--- config.mk ---
export PLATFORM = sky130hd
export DESIGN_NAME = sd_dat_block_tx_flat
export DESIGN_NICKNAME = d
export VERILOG_FILES = /design/src/rtl/sd_dat_block_tx_pkg.sv /design/src/rtl/sd_dat_block_tx_if.sv /design/src/rtl/sd_dat_block_tx_crc16_acc.sv /design/src/rtl/sd_dat_block_tx.sv /design/src/flat_wrapper.sv
export SDC_FILE = /design/constraint.sdc
export NUM_CORES = 1
export LEC_CHECK = 0
export CORE_MARGIN = 10
export CORE_UTILIZATION = 25
export CTS_BUF_LIST = sky130_fd_sc_hd__clkbuf_2 sky130_fd_sc_hd__clkbuf_4 sky130_fd_sc_hd__clkbuf_8
export CTS_CLUSTER_SIZE = 10
export DETAILED_ROUTE_END_ITERATION = 12
export PLACE_DENSITY = 0.38
export SYNTH_ARGS = -nofsm -noshare
export SYNTH_HDL_FRONTEND = slang
export SYNTH_HIERARCHICAL = 1
export SYNTH_SLANG_ARGS = --single-unit
--- constraint.sdc ---
create_clock -name clk -period 2.18 [get_ports clk]
set_input_delay 0.218 -clock clk [delete_from_list [all_inputs] [get_ports clk]]
set_output_delay 0.218 -clock clk [all_outputs]
set_load 0.005 [all_outputs]
--- src/rtl/sd_dat_block_tx_pkg.sv ---
// Shared SD data-path definitions: CRC16 constants, line start/end bit levels,
// block transmitter FSM encoding, and the byte-parallel CRC16 step function
// that the upstream CRC16 stage also uses.
package sd_dat_block_tx_pkg;

  localparam logic [15:0] Crc16Poly = 16'h1021;
  localparam logic [15:0] Crc16Init = 16'h0000;
  localparam logic        StartBit  = 1'b0;
  localparam logic        EndBit    = 1'b1;

  typedef enum logic [2:0] {
    StIdle,
    StStart,
    StData,
    StCrc,
    StEnd
  } sd_tx_state_e;

  // CRC-16/XMODEM advanced by one byte, MSB first, no reflection.
  function automatic logic [15:0] nextCRC16_D8(input logic [15:0] crc, input logic [7:0] data);
    logic [15:0] c;
    logic        fb;
    c = crc;
    for (int i = 7; i >= 0; i--) begin
      fb = c[15] ^ data[i];
      c  = {c[14:0], 1'b0};
      if (fb) c = c ^ Crc16Poly;
    end
    return c;
  endfunction

endpackage

--- src/rtl/sd_dat_block_tx_if.sv ---
// Payload byte stream (valid/ready) into the SD block transmitter.
//   data  : payload byte
//   valid : data valid (producer)
//   ready : byte taken on a clk edge with valid & ready (consumer)
interface sd_dat_block_tx_if;
  logic [7:0] data;
  logic       valid;
  logic       ready;

  modport master (output data, output valid, input ready);
  modport slave  (input data, input valid, output ready);
endinterface

--- src/rtl/sd_dat_block_tx_crc16_acc.sv ---
// Byte-parallel CRC16 accumulator with synchronous clear and enable.
//   clk, rst_n : clock, async active-low reset
//   clr        : reload the init value (wins over en)
//   en         : fold data into the running CRC
//   data       : byte to fold
//   crc        : current CRC value
module sd_dat_block_tx_crc16_acc
  import sd_dat_block_tx_pkg::*;
(
  input  logic        clk,
  input  logic        rst_n,
  input  logic        clr,
  input  logic        en,
  input  logic [7:0]  data,
  output logic [15:0] crc
);

  logic [15:0] crc_q;

  always_ff @(posedge clk or negedge rst_n) begin
    if (!rst_n) begin
      crc_q <= Crc16Init;
    end else if (clr) begin
      crc_q <= Crc16Init;
    end else if (en) begin
      crc_q <= nextCRC16_D8(crc_q, data);
    end
  end

  assign crc = crc_q;

endmodule

--- src/rtl/sd_dat_block_tx.sv ---
// SD 1-bit DAT0 block transmitter: start bit, BLOCK_BYTES payload bytes MSB
// first, CRC16 of the payload, end bit; one line bit per bit_en tick.
//   clk, rst_n : clock, async active-low reset
//   start      : request a block (only honoured while idle)
//   bit_en     : SD bit-time strobe
//   in_if      : payload byte stream (slave side)
//   sd_dat     : DAT0 line value
//   sd_dat_oe  : DAT0 output enable
//   hold       : payload underrun, SD_CLK must be stopped while high
//   busy       : block in progress
//   done       : one-cycle pulse after the end bit
module sd_dat_block_tx
  import sd_dat_block_tx_pkg::*;
#(
  parameter int unsigned BLOCK_BYTES = 512,
  parameter int unsigned CNT_W       = 13
) (
  input  logic                 clk,
  input  logic                 rst_n,
  input  logic                 start,
  input  logic                 bit_en,
  sd_dat_block_tx_if.slave     in_if,
  output logic                 sd_dat,
  output logic                 sd_dat_oe,
  output logic                 hold,
  output logic                 busy,
  output logic                 done
);

  localparam logic [CNT_W-1:0] LastBit = CNT_W'(8 * BLOCK_BYTES - 1);
  localparam logic [CNT_W-1:0] ByteMax = CNT_W'(BLOCK_BYTES);

  sd_tx_state_e     state_q, state_d;
  logic [7:0]       pf_q, pf_d;
  logic             pf_full_q, pf_full_d;
  logic [7:0]       shift_q, shift_d;
  logic [CNT_W-1:0] bit_cnt_q, bit_cnt_d;   // payload bits already sent
  logic [CNT_W-1:0] byte_cnt_q, byte_cnt_d; // payload bytes accepted
  logic [15:0]      crc_sh_q, crc_sh_d;
  logic [3:0]       crc_cnt_q, crc_cnt_d;
  logic             done_q, done_d;

  logic        accept;
  logic        start_acc;
  logic        byte_boundary;
  logic        last_bit;
  logic [15:0] crc;

  assign busy          = (state_q != StIdle);
  assign in_if.ready   = busy & ~pf_full_q & (byte_cnt_q < ByteMax);
  assign accept        = in_if.valid & in_if.ready;
  assign start_acc     = (state_q == StIdle) & start;
  assign byte_boundary = (bit_cnt_q[2:0] == 3'd7);
  assign last_bit      = (bit_cnt_q == LastBit);
  assign done          = done_q;

  sd_dat_block_tx_crc16_acc u_crc (
    .clk   (clk),
    .rst_n (rst_n),
    .clr   (start_acc),
    .en    (accept),
    .data  (in_if.data),
    .crc   (crc)
  );

  always_comb begin
    state_d    = state_q;
    pf_d       = pf_q;
    pf_full_d  = pf_full_q;
    shift_d    = shift_q;
    bit_cnt_d  = bit_cnt_q;
    byte_cnt_d = byte_cnt_q;
    crc_sh_d   = crc_sh_q;
    crc_cnt_d  = crc_cnt_q;
    done_d     = 1'b0;
    hold       = 1'b0;
    sd_dat     = EndBit;
    sd_dat_oe  = 1'b1;

    // Prefetch fill; never coincides with a shifter load since ready needs it empty.
    if (accept) begin
      pf_d       = in_if.data;
      pf_full_d  = 1'b1;
      byte_cnt_d = byte_cnt_q + 1'b1;
    end

    unique case (state_q)
      StIdle: begin
        sd_dat_oe = 1'b0;
        if (start) begin
          state_d    = StStart;
          bit_cnt_d  = '0;
          byte_cnt_d = '0;
          crc_cnt_d  = '0;
          pf_full_d  = 1'b0;
        end
      end
      StStart: begin
        sd_dat = StartBit;
        hold   = ~pf_full_q;
        if (bit_en && pf_full_q) begin
          shift_d   = pf_q;
          pf_full_d = 1'b0;
          state_d   = StData;
        end
      end
      StData: begin
        sd_dat = shift_q[7];
        // Underrun on the last bit of a byte: freeze the line until the next byte lands.
        hold   = byte_boundary & ~last_bit & ~pf_full_q;
        if (bit_en) begin
          if (!byte_boundary) begin
            shift_d   = {shift_q[6:0], 1'b0};
            bit_cnt_d = bit_cnt_q + 1'b1;
          end else if (last_bit) begin
            // All bytes have been folded into the CRC by now.
            crc_sh_d  = crc;
            crc_cnt_d = '0;
            state_d   = StCrc;
          end else if (pf_full_q) begin
            shift_d   = pf_q;
            pf_full_d = 1'b0;
            bit_cnt_d = bit_cnt_q + 1'b1;
          end
        end
      end
      StCrc: begin
        sd_dat = crc_sh_q[15];
        if (bit_en) begin
          crc_sh_d  = {crc_sh_q[14:0], 1'b0};
          crc_cnt_d = crc_cnt_q + 4'd1;
          if (crc_cnt_q == 4'd15) state_d = StEnd;
        end
      end
      StEnd: begin
        sd_dat = EndBit;
        if (bit_en) begin
          state_d = StIdle;
          done_d  = 1'b1;
        end
      end
      default: begin
        state_d = StIdle;
      end
    endcase
  end

  always_ff @(posedge clk or negedge rst_n) begin
    if (!rst_n) begin
      state_q    <= StIdle;
      pf_q       <= '0;
      pf_full_q  <= 1'b0;
      shift_q    <= '0;
      bit_cnt_q  <= '0;
      byte_cnt_q <= '0;
      crc_sh_q   <= '0;
      crc_cnt_q  <= '0;
      done_q     <= 1'b0;
    end else begin
      state_q    <= state_d;
      pf_q       <= pf_d;
      pf_full_q  <= pf_full_d;
      shift_q    <= shift_d;
      bit_cnt_q  <= bit_cnt_d;
      byte_cnt_q <= byte_cnt_d;
      crc_sh_q   <= crc_sh_d;
      crc_cnt_q  <= crc_cnt_d;
      done_q     <= done_d;
    end
  end

endmodule

--- src/flat_wrapper.sv ---
// flat-port wrapper written by rule: the top's interface ports become plain ports
module sd_dat_block_tx_flat import sd_dat_block_tx_pkg::*;
#(
  parameter int unsigned BLOCK_BYTES = 512,
  parameter int unsigned CNT_W       = 13
)
  (clk, rst_n, start, bit_en, sd_dat, sd_dat_oe, hold, busy, done, in_if_data, in_if_valid, in_if_ready);
  sd_dat_block_tx_if in_if_i ();
  input  logic clk;
  input  logic rst_n;
  input  logic start;
  input  logic bit_en;
  output logic sd_dat;
  output logic sd_dat_oe;
  output logic hold;
  output logic busy;
  output logic done;
  input wire logic [$bits(in_if_i.data)-1:0] in_if_data;
  input wire logic [$bits(in_if_i.valid)-1:0] in_if_valid;
  output wire logic [$bits(in_if_i.ready)-1:0] in_if_ready;
  assign in_if_i.data = in_if_data;
  assign in_if_i.valid = in_if_valid;
  assign in_if_ready = in_if_i.ready;
  sd_dat_block_tx #(.BLOCK_BYTES(BLOCK_BYTES), .CNT_W(CNT_W)) u_core (.clk(clk), .rst_n(rst_n), .start(start), .bit_en(bit_en), .in_if(in_if_i), .sd_dat(sd_dat), .sd_dat_oe(sd_dat_oe), .hold(hold), .busy(busy), .done(done));
endmodule
# Word-level counts from Yosys, hierarchy flattened
# Cells that the tools add are included.
dict set report totals {
  register_bits 83
  inputBits 13
  word_cells 140
}
dict set report classes {
  addsub 3
  magnitude_cmp 1
  eq_ne 17
  muxes 72
  bitwise 24
  reduce_logical 13
}
# op count
set ops {}
lappend ops {{$mux W16} 20}
lappend ops {{$mux W13} 16}
lappend ops {{$mux W8} 5}
lappend ops {{$pmux W16 S2} 1}
lappend ops {{$add A13 B1 Y13 const B} 2}
lappend ops {{$pmux W13 S2} 1}
lappend ops {{$mux W3} 8}
lappend ops {{$not A3 Y3} 8}
lappend ops {{$mux W4} 5}
lappend ops {{$pmux W8 S2} 1}
lappend ops {{$pmux W3 S5} 1}
lappend ops {{$reduce_and A5 Y1} 3}
lappend ops {{$eq A13 B12 Y1 const B} 1}
lappend ops {{$lt A13 B10 Y1 const B} 1}
lappend ops {{$pmux W4 S3} 1}
lappend ops {{$mux W1} 10}
lappend ops {{$ne A2 B1 Y1 const B} 4}
lappend ops {{$ne A2 B2 Y1 const B} 4}
lappend ops {{$reduce_and A8 Y1} 1}
lappend ops {{$reduce_bool A2 Y1} 4}
lappend ops {{$xor A1 B1 Y1} 8}
lappend ops {{$and A1 B1 Y1} 6}
lappend ops {{$eq A3 B2 Y1 const B} 2}
lappend ops {{$eq A3 B3 Y1 const B} 2}
lappend ops {{12 further kinds} 15}

# Longest topological paths before layout
# Gate-level depths: netlist (run 1).
dict set report depth {
  depth_word 34
  mapped_depth 10
}

# Modules after synthesis
# The synthesis (run 1) kept the hierarchy.
# mod instances cells_per_inst area_per_inst_um2 seq_area_each_um2
set modules_own_cells {}
lappend modules_own_cells {sd_dat_block_tx 1 350 3294.4 1676.6}
lappend modules_own_cells {sd_dat_block_tx_crc16_acc 1 79 1043.5 400.4}

# Worst setup path after synthesis (run 1)
# No wires, ideal clock.
dict set report synth_timing {
  path_type {flip-flop to flip-flop}
  startpoint {register u_core.bit_cnt_q[0]}
  endpoint {register u_core.bit_cnt_q[11]}
  setup_time_ns 0.080
  t_arrival_ns 2.151
  setup_slack_ns -0.051
  stages_incl_launch_ff 9
  synth_period_minus_slack_ns 2.231
  cell_sequence {dfrtp_1 -> ha_1 -> ha_1 -> nand4bb_1 -> nor4_1 -> or3_1 -> buf_2 -> or4_1 -> a21oi_1}
}
dict set report synth_between {
  elab_chain_cells 6
  elab_cells_between_ends 11
}
# item line_no
set synth_lines {}
lappend synth_lines {{start: declaration} sd_dat_block_tx.sv:37} ;# logic [CNT_W-1:0] bit_cnt_q, bit_cnt_d;
lappend synth_lines {{start signal: assignment} sd_dat_block_tx.sv:164} ;# bit_cnt_q <= bit_cnt_d;
lappend synth_lines {{$add A13 B1 Y13} {sd_dat_block_tx.sv:114, sd_dat_block_tx.sv:123}}
lappend synth_lines {{$mux W13} sd_dat_block_tx.sv:120} ;# end else if (pf_full_q) begin
lappend synth_lines {{$mux W13} sd_dat_block_tx.sv:115} ;# end else if (last_bit) begin
lappend synth_lines {{$mux W13} sd_dat_block_tx.sv:112} ;# if (!byte_boundary) begin
lappend synth_lines {{$mux W13} sd_dat_block_tx.sv:111} ;# if (bit_en) begin
lappend synth_lines {{$pmux W13 S2} sd_dat_block_tx.sv:87} ;# unique case (state_q)
# Several ways; a longest one is shown, not always the timed one. The select of a mux whose other input is x is not followed.
# A chain may end at the register's enable or synchronous reset.

# Final worst setup path (run 1)
dict set report layout_timing {
  startpoint {register u_core.bit_cnt_q[1]}
  endpoint {register u_core.bit_cnt_q[12]}
}
# Same word-level chain as after synthesis.

==> flow_metrics.env, run 1 <==
export IMPL_status="finished, final reports clean"
export IMPL_routed_via_density=4.55
export IMPL_grt_usage_pct=9.82
export IMPL_timing_slew_headroom_pct=66.8
export IMPL_grt_overflow_total=0
export IMPL_rsz0062_at_grt="yes"
export IMPL_worstSetupEndpointType="flop"
export IMPL_grt_pass1_vias=3307
export IMPL_clockBufferDepth=2
export IMPL_ios=19
export IMPL_seq_power_share_pct=36.4
export IMPL_finalNetCount=492
export IMPL_vias=3205
export IMPL_start_util_pct=25.3
export IMPL_layout_setup_ws_ps=65.1
export IMPL_die_area_um2=23000
export IMPL_grt_start_max_net_pins=49
export IMPL_cts_root_buf="clkbuf_8"
export IMPL_ys_seq_elements=83
export IMPL_route_detailed_drc=0
export IMPL_max_cap_viol_count=0
export IMPL_drive_above_1_share_pct=16.3
export IMPL_antenna_left=0
export IMPL_combPwrFrac_pct=46.5
export IMPL_cp_common_cell="buf_4"
export IMPL_portBuffers=18
export IMPL_fin_skew_ps=14.2
export IMPL_finish_instance_area_um2=5330
export IMPL_cts_tree="built"
export IMPL_intPower_uw=4290
export IMPL_syn_area_per_cell_um2=10.1
export IMPL_hold_path_class="primary input to asynchronous set/reset pin"
export IMPL_dp_cells=683
export IMPL_pwr_share_clk_pct=17.1
export IMPL_num_rows=48
export IMPL_cts_num_sinks=83
export IMPL_wire_per_inst_um=15.2
export IMPL_synth_warnings=6
export IMPL_gp_congestion=0.759
export IMPL_n_antenna_cell=0
export IMPL_crit_chain="ha_2, buf_4, ha_4, nand4bb_4, nor4_2, or3_4, buf_4, or2_2, o21ai_0"
export IMPL_period_needed_ps=2110
export IMPL_cp_max_fo=7
export IMPL_core_area_um2=17200
export IMPL_dp_hpwl_um=7600
export IMPL_cpMaxStageDelayCell="dfrtp_1"
export IMPL_area_growth_pct=22.9
export IMPL_die_h_um=152
export IMPL_syn_instance_count=429
export IMPL_async_flop_share_pct=100
export IMPL_place_ws_ps=-37.0
export IMPL_numCtsBuffers=9
export IMPL_cp_required_ps=2470
export IMPL_final_cells=705
export IMPL_syn_num_nets=446
export IMPL_wl_um=10700
export IMPL_cp_data_arrival_time_ps=2410
export IMPL_hold_worst_slack_ps=360
export IMPL_synth_edf_count=0
export IMPL_synthFlopType="dfrtp_1"
export IMPL_drt_iter0_markers=194
export IMPL_synth_seq_area_share_pct=47.9
export IMPL_crit_type="flop to flop"
export IMPL_critical_path_max_stage_delay_ps=400
export IMPL_ys_types=50
export IMPL_irDropWorstVdd_uv=377
export IMPL_clk_latency_ps=370
export IMPL_p_per_area_nw_per_um2=1290
export IMPL_drv_slew=0
export IMPL_tightest_slew_ps=498
export IMPL_leakagePower_uw=0.00237
export IMPL_dpl_cell_area_um2=5000
export IMPL_setup_viol=0
export IMPL_drt_pass1_iter_count=4
export IMPL_htree_levels=3
export IMPL_fmax_mhz=473
export IMPL_antenna_found_initial=0
export IMPL_min_period_over_period_pct=97.0
export IMPL_p_sw_uw=2580
export IMPL_clkTransAtPathRegs_ps=90
export IMPL_finalHoldViolCount=0
export IMPL_start_kind="flop"
export IMPL_fillers=1835
export IMPL_layout_commonest_cell="dfrtp_1"
export IMPL_grt_pass1_wl_um=17700
export IMPL_layout_common_cells="dfrtp_1 (82), nand2_1 (75), o21ai_0 (39)"
export IMPL_netlist_area_um2=4340
export IMPL_fp_dieW_um=152
export IMPL_swShare_pct=37.6
## cells by family after synthesis
kind of cell    after synthesis  synth area share, %
flops                        83                 47.9
compound gates               76                 10.8
buf+inv                      24                 2.25
mux                          26                 6.00
simple gates                178                 19.7
xor+xnor                     38                 12.2
fa+ha+maj                     4                 1.15
## per-layer routing
metal	track usage, %	wire length, um	share of wire (%)	vias to the layer above
li1	-	-	-	1591
met1	12.8	5310	49	1580
met2	15.8	5050	47	20
met3	1.43	164	1.5	14
met4	4.53	208	1.9	0
met5	0	0	0	-
## cell usage after synthesis (6+ instances only)
library cell | instances | area, um2
nand4_1 | 7 | 43.8
nand2b_1 | 10 | 62.6
and3_1 | 6 | 37.5
dfrtp_1 | 83 | 2080
nor2_1 | 34 | 128
nor4_1 | 6 | 37.5
nand3_1 | 10 | 50.1
xnor3_1 | 7 | 158
xnor2_1 | 16 | 140
o21ai_0 | 40 | 200
mux2i_1 | 26 | 260
nand2_1 | 75 | 282
clkbuf_1 | 14 | 52.6
xor2_1 | 7 | 61.3
a21oi_1 | 6 | 30.0
a211oi_1 | 6 | 45.0
nor3_1 | 6 | 30.0
## flip-flops by register name (all words and copies together), names as in the netlist
| name | flops |
|---|---|
| u_core/bit_cnt_q | 13 |
| u_core/byte_cnt_q | 13 |
| u_core/crc_sh_q | 16 |
| u_core/done | 1 |
| u_core/pf_q | 8 |
| u_core/state_q | 3 |
| u_core/pf_full_q | 1 |
| u_core/crc_cnt_q | 4 |
| u_core/u_crc/crc | 16 |
| u_core/shift_q | 8 |
## what timing repair did
action                                  in CTS  in global routing
setup buffers                                4                  1
gates resized for setup                     11                  7
pin swaps                                    6                  1
hold buffers                                 1                  0
hold endpoints to repair                    35                  0
endpoints found under the setup margin       5                 12
## power groups by stage
stage	sequential, uW	clock (uW)	combinational (uW)
after global placement	2560	0	3090
after CTS	2510	1240	3200
final	2500	1170	3190
after floorplan	2400	0	2290
after detailed placement	2560	0	3110
after global routing	2580	1300	3560
## per-stage QoR
| step | util (%) | TNS [ps] | power, uW |
|---|---|---|---|
| 6_report | 31.0 | 0 | 6870 |
| 3_3_place_gp | 29.1 | -13.7 | 5650 |
| 3_5_place_dp | 29.1 | -37.0 | 5670 |
| 4_1_cts | 30.7 | 0 | 6950 |
| 5_1_grt | 31.0 | -70.3 | 7440 |
| 2_1_floorplan | - | -3.76 | 4690 |
## path summary, 6_finish.rpt
kind,slack [ps],end,from,cells after the start
setup / recovery,70,u_core/bit_cnt_q[12],u_core/bit_cnt_q[1],9
min in group clk,480,u_core/pf_q[1],in_if_data[1],3
hold / removal,360,u_core/shift_q[5],rst_n,2
hold reg to reg,480,u_core/pf_q[1],u_core/pf_q[1],2
max in group asynchronous,1180,u_core/pf_q[3],rst_n,3
setup reg to reg,70,u_core/bit_cnt_q[12],u_core/bit_cnt_q[1],9
## worst max-delay path: cells and delay by family (launching register included)
kind,cells,cell delay (ps)
AOI/OAI and AO/OA,1,140
and+or+nand+nor,4,830
adders and majority gates,2,370
DFF,1,400
buffers and inverters,2,310
## cell type report
| class | instances | area (um2) | area share (%) |
|---|---|---|---|
| multi-input combinational | 322 | 2240 | 42.1 |
| tap | 225 | 282 | 5.28 |
| clock buffer | 11 | 145 | 2.72 |
| timing repair buffer | 55 | 503 | 9.44 |
| inverter | 4 | 15.0 | 0.282 |
| sequential | 83 | 2080 | 39.0 |
| clock inverter | 5 | 62.6 | 1.17 |
Power figures use the tool's default switching activity.
==> run 2: changes to the inputs <==
--- a/config.mk
+++ b/config.mk
@@ -10,7 +10,7 @@
 export CTS_BUF_LIST = sky130_fd_sc_hd__clkbuf_2 sky130_fd_sc_hd__clkbuf_4 sky130_fd_sc_hd__clkbuf_8
 export CTS_CLUSTER_SIZE = 10
 export DETAILED_ROUTE_END_ITERATION = 12
-export PLACE_DENSITY = 0.38
+export PLACE_DENSITY_LB_ADDON = 0.15
 export SYNTH_ARGS = -nofsm -noshare
 export SYNTH_HDL_FRONTEND = slang
 export SYNTH_HIERARCHICAL = 1
==> flow_metrics.env, run 2 (synthesized netlist as in run 1, its figures left out) <==
export IMPL_cp_common_cell="ha_4"
export IMPL_grt_usage_pct=10.0
export IMPL_wire_per_inst_um=14.9
export IMPL_setup_viol=0
export IMPL_core_area_um2=17200
export IMPL_max_cap_viol_count=0
export IMPL_rrSetupSlack_ps=100
export IMPL_antenna_left=0
export IMPL_grt_pass1_wl_um=18100
export IMPL_pwr_share_clk_pct=17.4
export IMPL_die_h_um=152
export IMPL_reg2reg_to="u_core/bit_cnt_q[9]"
export IMPL_num_rows=48
export IMPL_gp_congestion=0.788
export IMPL_place_ws_ps=9.68
export IMPL_path_delay_family="simple AND/OR/NAND/NOR gates"
export IMPL_layout_common_cells="dfrtp_1 (82), nand2_1 (75), buf_4 (41)"
export IMPL_crit_chain="ha_4, buf_4, ha_4, nand4bb_4, nor4_2, or3_4, or3_1, mux2i_1"
export IMPL_regArea_um2=2080
export IMPL_finalHoldViolCount=0
export IMPL_fp_dieW_um=152
export IMPL_cp_data_arrival_time_ps=2350
export IMPL_cp_required_ps=2450
export IMPL_hold_path_class="primary input to asynchronous set/reset pin"
export IMPL_grt_start_max_net_pins=33
export IMPL_critical_path_max_stage_delay_ps=420
export IMPL_crit_type="flop to flop"
export IMPL_grt_pass1_vias=3386
export IMPL_cp_max_fo=4
export IMPL_timing_slew_headroom_pct=66.4
export IMPL_finish_instance_area_um2=5420
export IMPL_fmax_mhz=481
export IMPL_clk_latency_ps=380
export IMPL_combPwrFrac_pct=46.5
export IMPL_tightest_slew_ps=501
export IMPL_dp_cells=687
export IMPL_htree_levels=3
export IMPL_p_sw_uw=2580
export IMPL_start_util_pct=25.3
export IMPL_layout_commonest_cell="dfrtp_1"
export IMPL_swShare_pct=37.3
export IMPL_numCtsBuffers=9
export IMPL_worstReg2RegStart="u_core/bit_cnt_q[1]"
export IMPL_clockBufferDepth=2
export IMPL_period_needed_ps=2080
export IMPL_fillers=1820
export IMPL_cts_num_sinks=83
export IMPL_worstSetupEndpointType="flop"
export IMPL_antenna_found_initial=0
export IMPL_dpl_cell_area_um2=5030
export IMPL_irDropWorstVdd_uv=393
export IMPL_seq_power_share_pct=36.1
export IMPL_final_cells=714
export IMPL_n_antenna_cell=0
export IMPL_die_area_um2=23000
export IMPL_drv_slew=0
export IMPL_cpMaxStageDelayCell="dfrtp_1"
export IMPL_dp_hpwl_um=7780
export IMPL_status="finished, final reports clean"
export IMPL_drive_above_1_share_pct=18.2
export IMPL_multi_input_comb_area_um2=2260
export IMPL_min_period_over_period_pct=95.4
export IMPL_final_util_pct=31.6
export IMPL_cts_root_buf="clkbuf_8"
export IMPL_drt_iter0_markers=172
export IMPL_route_detailed_drc=0
export IMPL_path_buf_inv=1
export IMPL_rsz0062_at_grt="yes"
export IMPL_ios=19
export IMPL_p_per_area_nw_per_um2=1270
export IMPL_drt_pass1_iter_count=4
export IMPL_leakagePower_uw=0.00243
export IMPL_finalNetCount=501
export IMPL_grt_overflow_total=0
export IMPL_layout_setup_ws_ps=101
export IMPL_start_kind="flop"
export IMPL_area_growth_pct=25.0
export IMPL_reg2regPathDepth=8
export IMPL_vias=3237
export IMPL_routed_via_density=4.53
export IMPL_intPower_uw=4330
export IMPL_fin_skew_ps=16.5
export IMPL_wl_um=10700
export IMPL_portBuffers=18
export IMPL_clkTransAtPathRegs_ps=80
export IMPL_cts_tree="built"
run 2: cell types whose count changed in the layout (fill, tap and decap cells not counted), moves of 2 or more:
cell / delta
o21ai_0: -2
buf_4: +8
clkinv_2: +2
o21ai_1: +2
clkinvlp_4: -2
run 2: metrics by stage:
stage / setup TNS [ps] / total power (uW) / hold WS, ps
global route: -3.42 / 7520 / 365
finish: 0 / 6900 / 323
floorplan: -3.76 / 4690 / -77.6
global placement: 0 / 5660 / 200
CTS: -35.3 / 6980 / 323
detailed placement: 0 / 5710 / 205
run 2: power by group through the flow:
stage | Combinational [uW] | Clock [uW] | Sequential [uW]
after global routing | 3610 | 1330 | 2570
after CTS | 3210 | 1270 | 2500
after global placement | 3140 | 0 | 2510
after floorplan | 2290 | 0 | 2400
after detailed placement | 3190 | 0 | 2530
final | 3210 | 1200 | 2490
run 2: routing by layer:
metal  global-route usage [%]  part of all wire, %  vias up
li1                         -                    -     1616
met1                     13.8                   50     1577
met2                     14.7                   45       34
met3                     2.55                  3.5       10
met4                     3.81                  1.2        0
met5                        0                    0        -
run 2: area by class of cell:
class                   count  share of cell area (%)
multi-input cells         322                    41.7
flip-flops and latches     83                    38.3
repair buffers             64                    10.6
well taps                 225                    5.19
clock buffers              11                    2.79
clock inverters             5                    1.11
inverters                   4                   0.277
run 2: repair_timing:
item                                    CTS  global route
hold buffers                              1             0
gates resized for setup                   8            15
endpoints found under the setup margin    1            37
pin swaps                                 3             4
buffers inserted                          2             8
endpoints found under the hold margin    28             0
run 2: worst reg2reg max path: cells and delay by family (launching register included):
| kind | cells | cell delay (ps) |
|---|---|---|
| adder cells (fa/ha/maj) | 2 | 360 |
| AND/OR/NAND/NOR | 4 | 940 |
| buffers and inverters | 1 | 130 |
| multiplexers | 1 | 130 |
| flip-flops | 1 | 420 |
run 2: worst max path at each step:
stage | from | endpoint | slack [ps] | cells after the start
floorplan | u_core/bit_cnt_q[0] | u_core/bit_cnt_q[11] | -4 | 8
global placement | bit_en | u_core/bit_cnt_q[11] | 30 | 6
detailed placement | start | u_core/crc_cnt_q[2] | 10 | 6
CTS | u_core/bit_cnt_q[0] | u_core/bit_cnt_q[11] | -40 | 8
global route | u_core/state_q[2] | in_if_ready | -3 | 4
finish | u_core/bit_cnt_q[1] | u_core/bit_cnt_q[9] | 100 | 8
==> run 3: changes to the inputs <==
--- a/config.mk
+++ b/config.mk
@@ -6,12 +6,11 @@
 export NUM_CORES = 1
 export LEC_CHECK = 0
 export CORE_MARGIN = 10
-export CORE_UTILIZATION = 25
+export CORE_UTILIZATION = 44
 export CTS_BUF_LIST = sky130_fd_sc_hd__clkbuf_2 sky130_fd_sc_hd__clkbuf_4 sky130_fd_sc_hd__clkbuf_8
 export CTS_CLUSTER_SIZE = 10
 export DETAILED_ROUTE_END_ITERATION = 12
 export PLACE_DENSITY_LB_ADDON = 0.15
 export SYNTH_ARGS = -nofsm -noshare
 export SYNTH_HDL_FRONTEND = slang
-export SYNTH_HIERARCHICAL = 1
 export SYNTH_SLANG_ARGS = --single-unit
==> flow_metrics.env, run 3 <==
export IMPL_dpl_cell_area_um2=4590
export IMPL_hold_path_class="primary input to asynchronous set/reset pin"
export IMPL_tightest_slew_ps=610
export IMPL_min_period_over_period_pct=95.2
export IMPL_fp_dieW_um=117
export IMPL_cp_data_arrival_time_ps=2320
export IMPL_clockBufferDepth=2
export IMPL_synthFlopType="dfrtp_1"
export IMPL_ys_seq_elements=83
export IMPL_regArea_um2=2080
export IMPL_syn_area_per_cell_um2=9.75
export IMPL_htree_levels=3
export IMPL_clk_latency_ps=360
export IMPL_fmax_mhz=482
export IMPL_final_util_pct=53.6
export IMPL_timing_slew_headroom_pct=58.9
export IMPL_wire_per_inst_um=15.1
export IMPL_synth_warnings=0
export IMPL_worstSetupEndpointType="flop"
export IMPL_area_growth_pct=18.9
export IMPL_cp_max_fo=11
export IMPL_grt_pass1_wl_um=15600
export IMPL_core_area_um2=9240
export IMPL_drive_above_1_share_pct=14.9
export IMPL_numCtsBuffers=9
export IMPL_grt_overflow_total=0
export IMPL_antenna_found_initial=0
export IMPL_p_per_area_nw_per_um2=1280
export IMPL_leakagePower_uw=0.00230
export IMPL_synth_seq_area_share_pct=49.9
export IMPL_grt_pass1_vias=3216
export IMPL_grt_start_max_net_pins=46
export IMPL_dp_hpwl_um=6230
export IMPL_path_buf_inv=1
export IMPL_netlist_top_cells_count="dfrtp_1 (83), nand2_1 (67), nor2_1 (31)"
export IMPL_wl_um=9140
export IMPL_layout_commonest_cell="dfrtp_1"
export IMPL_finish_instance_area_um2=4950
export IMPL_hold_worst_slack_ps=398
export IMPL_cpMaxStageDelayCell="o41ai_4"
export IMPL_drt_pass1_iter_count=4
export IMPL_yosys_area_top_type="dfrtp_1"
export IMPL_path_delay_family="compound AO/OA/AOI/OAI gates"
export IMPL_fillers=854
export IMPL_cts_num_sinks=83
export IMPL_fin_skew_ps=16.1
export IMPL_multi_input_comb_area_um2=1990
export IMPL_gp_congestion=0.793
export IMPL_status="finished, final reports clean"
export IMPL_ys_types=50
export IMPL_ios=19
export IMPL_fin_tns_setup_ps=0
export IMPL_grt_usage_pct=14.2
export IMPL_drv_slew=0
export IMPL_async_flop_share_pct=100
export IMPL_finalNetCount=487
export IMPL_route_detailed_drc=0
export IMPL_drt_iter0_markers=150
export IMPL_place_ws_ps=88.0
export IMPL_synthDominantCellAreaShare_pct=49.9
export IMPL_portBuffers=18
export IMPL_critical_path_max_stage_delay_ps=460
export IMPL_routed_via_density=5.25
export IMPL_period_needed_ps=2080
export IMPL_layout_common_cells="dfrtp_1 (79), nand2_1 (67), buf_4 (34)"
export IMPL_synth_edf_count=0
export IMPL_irDropWorstVdd_uv=705
export IMPL_cp_required_ps=2420
export IMPL_die_h_um=117
export IMPL_layout_setup_ws_ps=105
export IMPL_synth_area_top_cells="dfrtp_1 (50%), nand2_1 (6.0%), mux2i_1 (5.3%), xnor2_1 (4.0%), xor2_1 (4.0%)"
export IMPL_syn_num_nets=444
export IMPL_num_rows=35
export IMPL_syn_instance_count=427
export IMPL_vias=3169
export IMPL_crit_chain="ha_2, nand3_2, buf_4, o41ai_4, a21o_2, mux2_1"
export IMPL_antenna_left=0
export IMPL_setup_viol=0
export IMPL_critPathLaunch="u_core.bit_cnt_q[1]"
export IMPL_crit_type="flop to flop"
export IMPL_worstReg2RegStart="u_core.bit_cnt_q[1]"
export IMPL_rsz0062_at_grt="yes"
export IMPL_start_util_pct=45.1
export IMPL_max_cap_viol_count=0
export IMPL_n_antenna_cell=0
export IMPL_netlist_area_um2=4160
export IMPL_start_kind="flop"
export IMPL_finalHoldViolCount=0
export IMPL_clkTransAtPathRegs_ps=100
export IMPL_die_area_um2=13800
export IMPL_cts_tree="built"
export IMPL_yosysMostFrequentCell="dfrtp_1"
export IMPL_cts_root_buf="clkbuf_8"
run 3: area by class of cell:
type                    count  area share (%)
flip-flops and latches     83            42.1
multi-input cells         315            40.1
repair buffers             55            9.98
well taps                 129            3.26
clock buffers               9            2.50
clock inverters             7            1.64
inverters                   6           0.455
run 3: power by group:
group / total, uW / internal [uW] / switching [uW]
clock: 1170 / 550 / 618
sequential: 2400 / 2020 / 379
combinational: 2750 / 1220 / 1530
total: 6320 / 3790 / 2530
run 3: stage by stage:
stage,cells,power [uW]
6_report,604,6320
5_1_grt,604,6850
2_1_floorplan,427,4310
3_5_place_dp,573,5190
4_1_cts,603,6390
3_3_place_gp,573,5140
run 3: kinds of logic after synthesis:
kind of cell	synth area share (%)
DFF	49.9
buffers and inverters	3.22
adders and majority gates	1.20
and+or+nand+nor	19.1
muxes	6.64
AOI/OAI and AO/OA	12.0
xor gates and xnor gates	7.99
run 3: path summary, 6_finish.rpt:
path                                        to  slack (ps)  cells past startpoint
min in group clk                u_core.pf_q[1]         450                      3
min reg2reg                     u_core.pf_q[7]         480                      2
max in group asynchronous  u_core.bit_cnt_q[8]        1190                      3
max                        u_core.bit_cnt_q[0]         100                      6
max reg2reg                u_core.bit_cnt_q[0]         100                      6
min                         u_core.crc_sh_q[6]         400                      2
run 3: timing repair:
action	CTS	global route
pin swaps	3	0
setup buffers	13	1
setup endpoints to repair	1	6
hold endpoints to repair	38	0
resized for setup	6	6
hold buffers	1	0
run 3: metal layers:
metal	share of wire [%]	wire [um]	vias up	global-route usage, %
met2	46	4250	37	22.4
met1	49	4450	1546	18.8
met4	1.1	104	0	4.37
met5	0	0	-	0
met3	3.7	342	10	3.72
li1	-	-	1576	-
==> variant 1, RTL diff (flow settings as in run 2) <==
`CNT_W` is set to 13 in 2 places; all go to 26.
--- a/src/rtl/sd_dat_block_tx.sv
+++ b/src/rtl/sd_dat_block_tx.sv
@@ -13,7 +13,7 @@
   import sd_dat_block_tx_pkg::*;
 #(
   parameter int unsigned BLOCK_BYTES = 512,
-  parameter int unsigned CNT_W       = 13
+  parameter int unsigned CNT_W       = 26
 ) (
   input  logic                 clk,
   input  logic                 rst_n,
--- a/src/flat_wrapper.sv
+++ b/src/flat_wrapper.sv
@@ -2,7 +2,7 @@
 module sd_dat_block_tx_flat import sd_dat_block_tx_pkg::*;
 #(
   parameter int unsigned BLOCK_BYTES = 512,
-  parameter int unsigned CNT_W       = 13
+  parameter int unsigned CNT_W       = 26
 )
   (clk, rst_n, start, bit_en, sd_dat, sd_dat_oe, hold, busy, done, in_if_data, in_if_valid, in_if_ready);
   sd_dat_block_tx_if in_if_i ();
Formal check against the unedited RTL: same outputs for any inputs over 10 cycles, from zero or initial values and one cycle with rst_n low; that may be too few to reach the edited logic, so the function may still have changed.
==> variant 1 against run 2 <==
The run now ends with negative setup slack left; synthesized cell count grew 27%; setup slack lost 110 ps; wire length grew 36%; sequential cell count grew 26; combinational power is essentially flat; synthesized area grew 32%; first-iteration DRC count grew 68%; critical path depth is the same; final area grew 34%; die area grew 27%; sequential power grew 13%; power grew 6.5%; hold slack lost 130 ps; critical path type unchanged.
==> variant 1: results (changes against run 2) <==
stage,metric,value,unit,change
finish,drive_above_1_share,27.8,%,+9.6 points
power,leakage,3.25,nW,+34%
timing,setup_slack,-6.74,ps,-108 ps
setup_path,crit_family,simple AND/OR/NAND/NOR gates,,
setup_path,r2r-start,u_core/bit_cnt_q[14],,
status,run_status,"complete, but fails checks",,
global_routing,grt_usage,9.94,%,-0.072 points
logic_synthesis,ys_ff_latch,109,,+31%
timing,skew,13.1,ps,-3.43 ps
finish,multi_input_gates,395,,+23%
drt,drt_wl_total,14500,microns,+36%
setup_path,cp.arrival,2460,ps,+110 ps
drt,wl_per_cell,16.0,microns,+6.8%
placement,dp_hpwl,9830,microns,+26%
clock_network,ctsResizeCount,44,,+36
global_routing,grt_pass1_vias,4475,,+32%
status,failed_checks,negative setup slack,,
global_routing,grt_pass1_wl,23400,microns,+30%
finish,multi_input_area,0.00304,sq mm,+34%
logic_synthesis,yosys_warnings,6,,unchanged
setup_path,crit_fanout,8,,+4
drt,drt_iter0_drc,289,,+68%
logic_synthesis,synthAdderAreaFrac,0.875,%,-0.28 points
drt,via_per_inst,4.71,,+4.0%
clock_network,clk_pin_slew,110,ps,+30 ps
finish,final_nets,635,,+27%
logic_synthesis,synthMuxAreaShare,8.86,%,+2.9 points
power,comb-power,3.22,mW,about the same
logic_synthesis,synth_cells,544,,+27%
finish,ff_latch_area,0.00273,sq mm,+31%
finish,nClkBuffers,9,,-2
logic_synthesis,synth_compound_area_share,10.7,%,-0.16 points
logic_synthesis,yosys.area_share.xor_xnor,7.75,%,-4.5 points
logic_synthesis,synthTopCellsByArea,"dfrtp_1 (48%), mux2_2 (7.3%), nand2_1 (4.3%)",,
placement,dpl_cell_area,0.00662,sq mm,+31%
logic_synthesis,synth_nets,561,,+26%
power,p_int,4.80,mW,+11%
setup_path,slowest_delay,410,ps,
timing,tightest_slew,445,ps,-56.2 ps
logic_synthesis,synthDistinctLibCells,66,,+32%
finish,inverters_excl_clock,10,,+6
global_routing,antenna_found_initial,0,,unchanged
finish,non_clock_buffer_area_share,12.1,%,+1.5 points
timing,finalSetupViolCount,7,,+7
logic_synthesis,yosys-top-cells-count,"dfrtp_1 (109), nand2_1 (66), mux2_2 (37)",,
placement,dp_slack,-129,ps,-139 ps
finish,nonClockBufferCount,93,,+45%
power,vdd_drop_max,0.000393,V,-0.13%
logic_synthesis,yosysSeqAreaShare,47.7,%,-0.18 points
placement,routabilityCongestion,0.760,,-3.6%
power,seqPwrFrac,38.2,%,+2.1 points
timing,hold_slack,196,ps,-127 ps
finish,nFillCells,2288,,+26%
finish,clock_area_share,2.81,%,-1.1 points
clock_network,post_cts_buffers,12,,+10
setup_path,worst_r2r_endpoint,u_core/crc_sh_q[5],,
placement,placedCellCount,876,,+28%
-- variant 1: cell count changes after synthesis, sizes merged, moves of 5 or more --
cell,delta
buf,+9
inv,+8
a21oi,+20
mux2,+37
mux2i,-17
nand3,+6
or4,+7
or3,+17
and2,+16
dfrtp,+26
xnor2,-5
xor2,-5
o21ai,-20
nand2,-9
-- variant 1: how the worst max path moves through the flow --
stage          depth (start not counted)             startpoint  slack, ps                   end
5_1_grt                                8   u_core/bit_cnt_q[14]       -120    u_core/crc_sh_q[4]
3_3_place_gp                           7                  start       -110  u_core/bit_cnt_q[11]
6_report                               8   u_core/bit_cnt_q[14]         -7    u_core/crc_sh_q[5]
3_5_place_dp                           6   u_core/bit_cnt_q[14]       -130     u_core/shift_q[3]
4_1_cts                                9   u_core/bit_cnt_q[16]       -190    u_core/crc_sh_q[5]
2_1_floorplan                          9  u_core/byte_cnt_q[12]         10   u_core/u_crc/crc[0]
-- variant 1: metrics by stage --
| step | total power [mW] | TNS [ps] | util (%) |
|---|---|---|---|
| 6_report | 7.35 | -29.5 | 32.1 |
| 3_5_place_dp | 5.66 | -2500 | 29.3 |
| 3_3_place_gp | 5.61 | -2850 | 29.3 |
| 2_1_floorplan | 4.71 | 0 | - |
| 4_1_cts | 7.33 | -3090 | 31.4 |
| 5_1_grt | 7.86 | -1830 | 32.1 |
-- variant 1: routing by layer --
| metal | up-vias | share of wire (%) | global-route usage (%) |
|---|---|---|---|
| met5 | - | 0 | 0 |
| li1 | 2085 | - | - |
| met2 | 28 | 48 | 16.0 |
| met3 | 14 | 1.6 | 1.51 |
| met4 | 0 | 1.4 | 3.63 |
| met1 | 2153 | 49 | 13.2 |
==> variant 2, RTL diff (settings of run 2) <==
Without the edit above. Reset style: synchronous (`rst_n`), changed in 2 clocked blocks. Comments in the files are not updated.
--- a/src/rtl/sd_dat_block_tx_crc16_acc.sv
+++ b/src/rtl/sd_dat_block_tx_crc16_acc.sv
@@ -17,7 +17,7 @@
 
   logic [15:0] crc_q;
 
-  always_ff @(posedge clk or negedge rst_n) begin
+  always_ff @(posedge clk) begin
     if (!rst_n) begin
       crc_q <= Crc16Init;
     end else if (clr) begin
--- a/src/rtl/sd_dat_block_tx.sv
+++ b/src/rtl/sd_dat_block_tx.sv
@@ -145,7 +145,7 @@
     endcase
   end
 
-  always_ff @(posedge clk or negedge rst_n) begin
+  always_ff @(posedge clk) begin
     if (!rst_n) begin
       state_q    <= StIdle;
       pf_q       <= '0;
Function: differs if rst_n is asserted again (counterexample within 4 cycles, from zero or initial values and one cycle with rst_n low); with rst_n held inactive, the same outputs for 10 cycles.
==> variant 2 against run 2 <==
Largest cell class unchanged; synthesized area decreased by 5.7%; final area decreased by 8.4%; wire length increased by 1.8%; sequential cell count unchanged; highest routed layer unchanged; setup slack got worse by 25 ps; critical endpoint is now u_core/bit_cnt_q[7].
Power is not compared: it rests on default switching activity, and its combinational part moved more than twofold at a synthesized area within 25%.
==> variant 2: results (changes against run 2) <==
stage,metric,value,unit,change
drt,drt_wl_total,10900,microns,+1.8%
drt,drt_pass1_iterations,7,,+3
placement,dp_hpwl,7530,microns,-3.2%
setup_path,cp.arrival,2410,ps,+60 ps
finish,drive_above_1_share,17.6,%,-0.59 points
drt,num_vias,3441,,+6.3%
finish,inverters_excl_clock,9,,+5
timing,maxSlewHeadroom,66.1,%,-0.27 points
finish,clock_area_share,3.50,%,-0.40 points
global_routing,grt_usage,10.3,%,+0.27 points
logic_synthesis,synthAdderAreaFrac,1.22,%,+0.070 points
global_routing,grt_max_degree,39,,+18%
logic_synthesis,synthTopCellsByArea,"dfxtp_1 (41%), nor2_1 (5.3%), xnor2_1 (4.1%)",,
logic_synthesis,synthDistinctLibCells,61,,+22%
logic_synthesis,async_flop_share,0,%,-100 points
global_routing,use_met1,14.0,%,+0.14 points
setup_path,rr_worst_depth,7,,-1
logic_synthesis,ys.flop_type,dfxtp_1,,
setup_path,crit_fanout,7,,+3
logic_synthesis,yosys.area_share.xor_xnor,12.6,%,+0.35 points
finish,non_clock_buffer_area_share,10.2,%,-0.34 points
drt,drt_iter0_drc,338,,+97%
finish,antenna_cells,0,,unchanged
placement,dp_slack,-50.6,ps,-60.3 ps
hold_path,hold_path_class,flip-flop to flip-flop,,
finish,multi_input_gates,326,,+1.2%
global_routing,met2_usage,15.2,%,+0.51 points
setup_path,crit_slowest_cell,or4_1,,
finish,nonClockBufferCount,60,,-6.3%
logic_synthesis,synth_nets,464,,+4.0%
setup_path,slowest_delay,490,ps,+70 ps
logic_synthesis,synth_compound_area_share,17.2,%,+6.4 points
setup_path,endpoint,u_core/bit_cnt_q[7],,
logic_synthesis,yosys-top-cells-count,"dfxtp_1 (83), nor2_1 (58), nand2_1 (43)",,
timing,setup_slack,76.5,ps,-24.9 ps
global_routing,use_met3,3.05,%,+0.50 points
timing,skew,8.39,ps,-8.15 ps
placement,routabilityCongestion,0.772,,-2.1%
logic_synthesis,synthMuxAreaShare,1.22,%,-4.8 points
finish,nFillCells,1680,,-7.7%
finish,final_nets,506,,+1.0%
finish,ff_latch_area,0.00167,sq mm,-20%
clock_network,post_cts_buffers,0,,-2
setup_path,crit_start,u_core/bit_cnt_q[1],,
clock_network,cts_htree_levels,3,,unchanged
finish,multi_input_area,0.00231,sq mm,+2.3%
status,run_status,"complete, no violations",,
logic_synthesis,yosysSeqAreaShare,40.6,%,-7.2 points
global_routing,grt_pass1_wl,18100,microns,+0.15%
==> variant 2: changes by cell type in the layout (fill, tap and decap cells not counted), sizes merged, moves of 9 or more <==
cell    before  now
mux2i       26    5
a311oi       0    9
nand2       75   43
dfrtp       83    0
a21oi        6   24
dfxtp        0   83
o21ai       40   15
nor2        34   58
a222oi       0   15
==> variant 2: what timing repair did <==
item	4_1_cts	5_1_grt
setup endpoints to repair	21	29
resized for setup	8	9
hold buffers	0	0
gates cloned	1	0
endpoints found under the hold margin	0	0
pin swaps	3	1
==> variant 2: layer usage <==
metal  vias to the layer above  share of wire, %
met5                         -                 0
met4                         0               1.2
met3                         9               5.0
met2                        76                44
met1                      1638                50
li1                       1718                 -
==> variant 2: how the worst min path moves through the flow <==
stage	from	end	slack [ps]	depth (start not counted)
after floorplan	in_if_data[1]	u_core/pf_q[1]	350	2
after global placement	u_core/byte_cnt_q[12]	u_core/byte_cnt_q[12]	440	1
after detailed placement	u_core/pf_q[6]	u_core/pf_q[6]	450	2
after CTS	in_if_data[1]	u_core/pf_q[1]	450	3
after global routing	in_if_data[1]	u_core/pf_q[1]	470	3
final	u_core/pf_q[7]	u_core/pf_q[7]	460	2
==> variant 2: power by group <==
| part | internal (mW) | switching, mW |
|---|---|---|
| combinational | 0.570 | 0.580 |
| clock | 0.452 | 0.578 |
| sequential | 1.60 | 0.0771 |
==> variant 2: through the flow <==
| stage | power (mW) | TNS, ps | std cells | cell area (sq um) |
|---|---|---|---|---|
| floorplan | 2.46 | 0 | 447 | 4100 |
| global placement | 2.87 | -20.8 | 693 | 4720 |
| detailed placement | 2.87 | -264 | 693 | 4720 |
| CTS | 3.93 | 0 | 710 | 4940 |
| global route | 4.11 | -109 | 710 | 4970 |
| finish | 3.86 | 0 | 710 | 4970 |
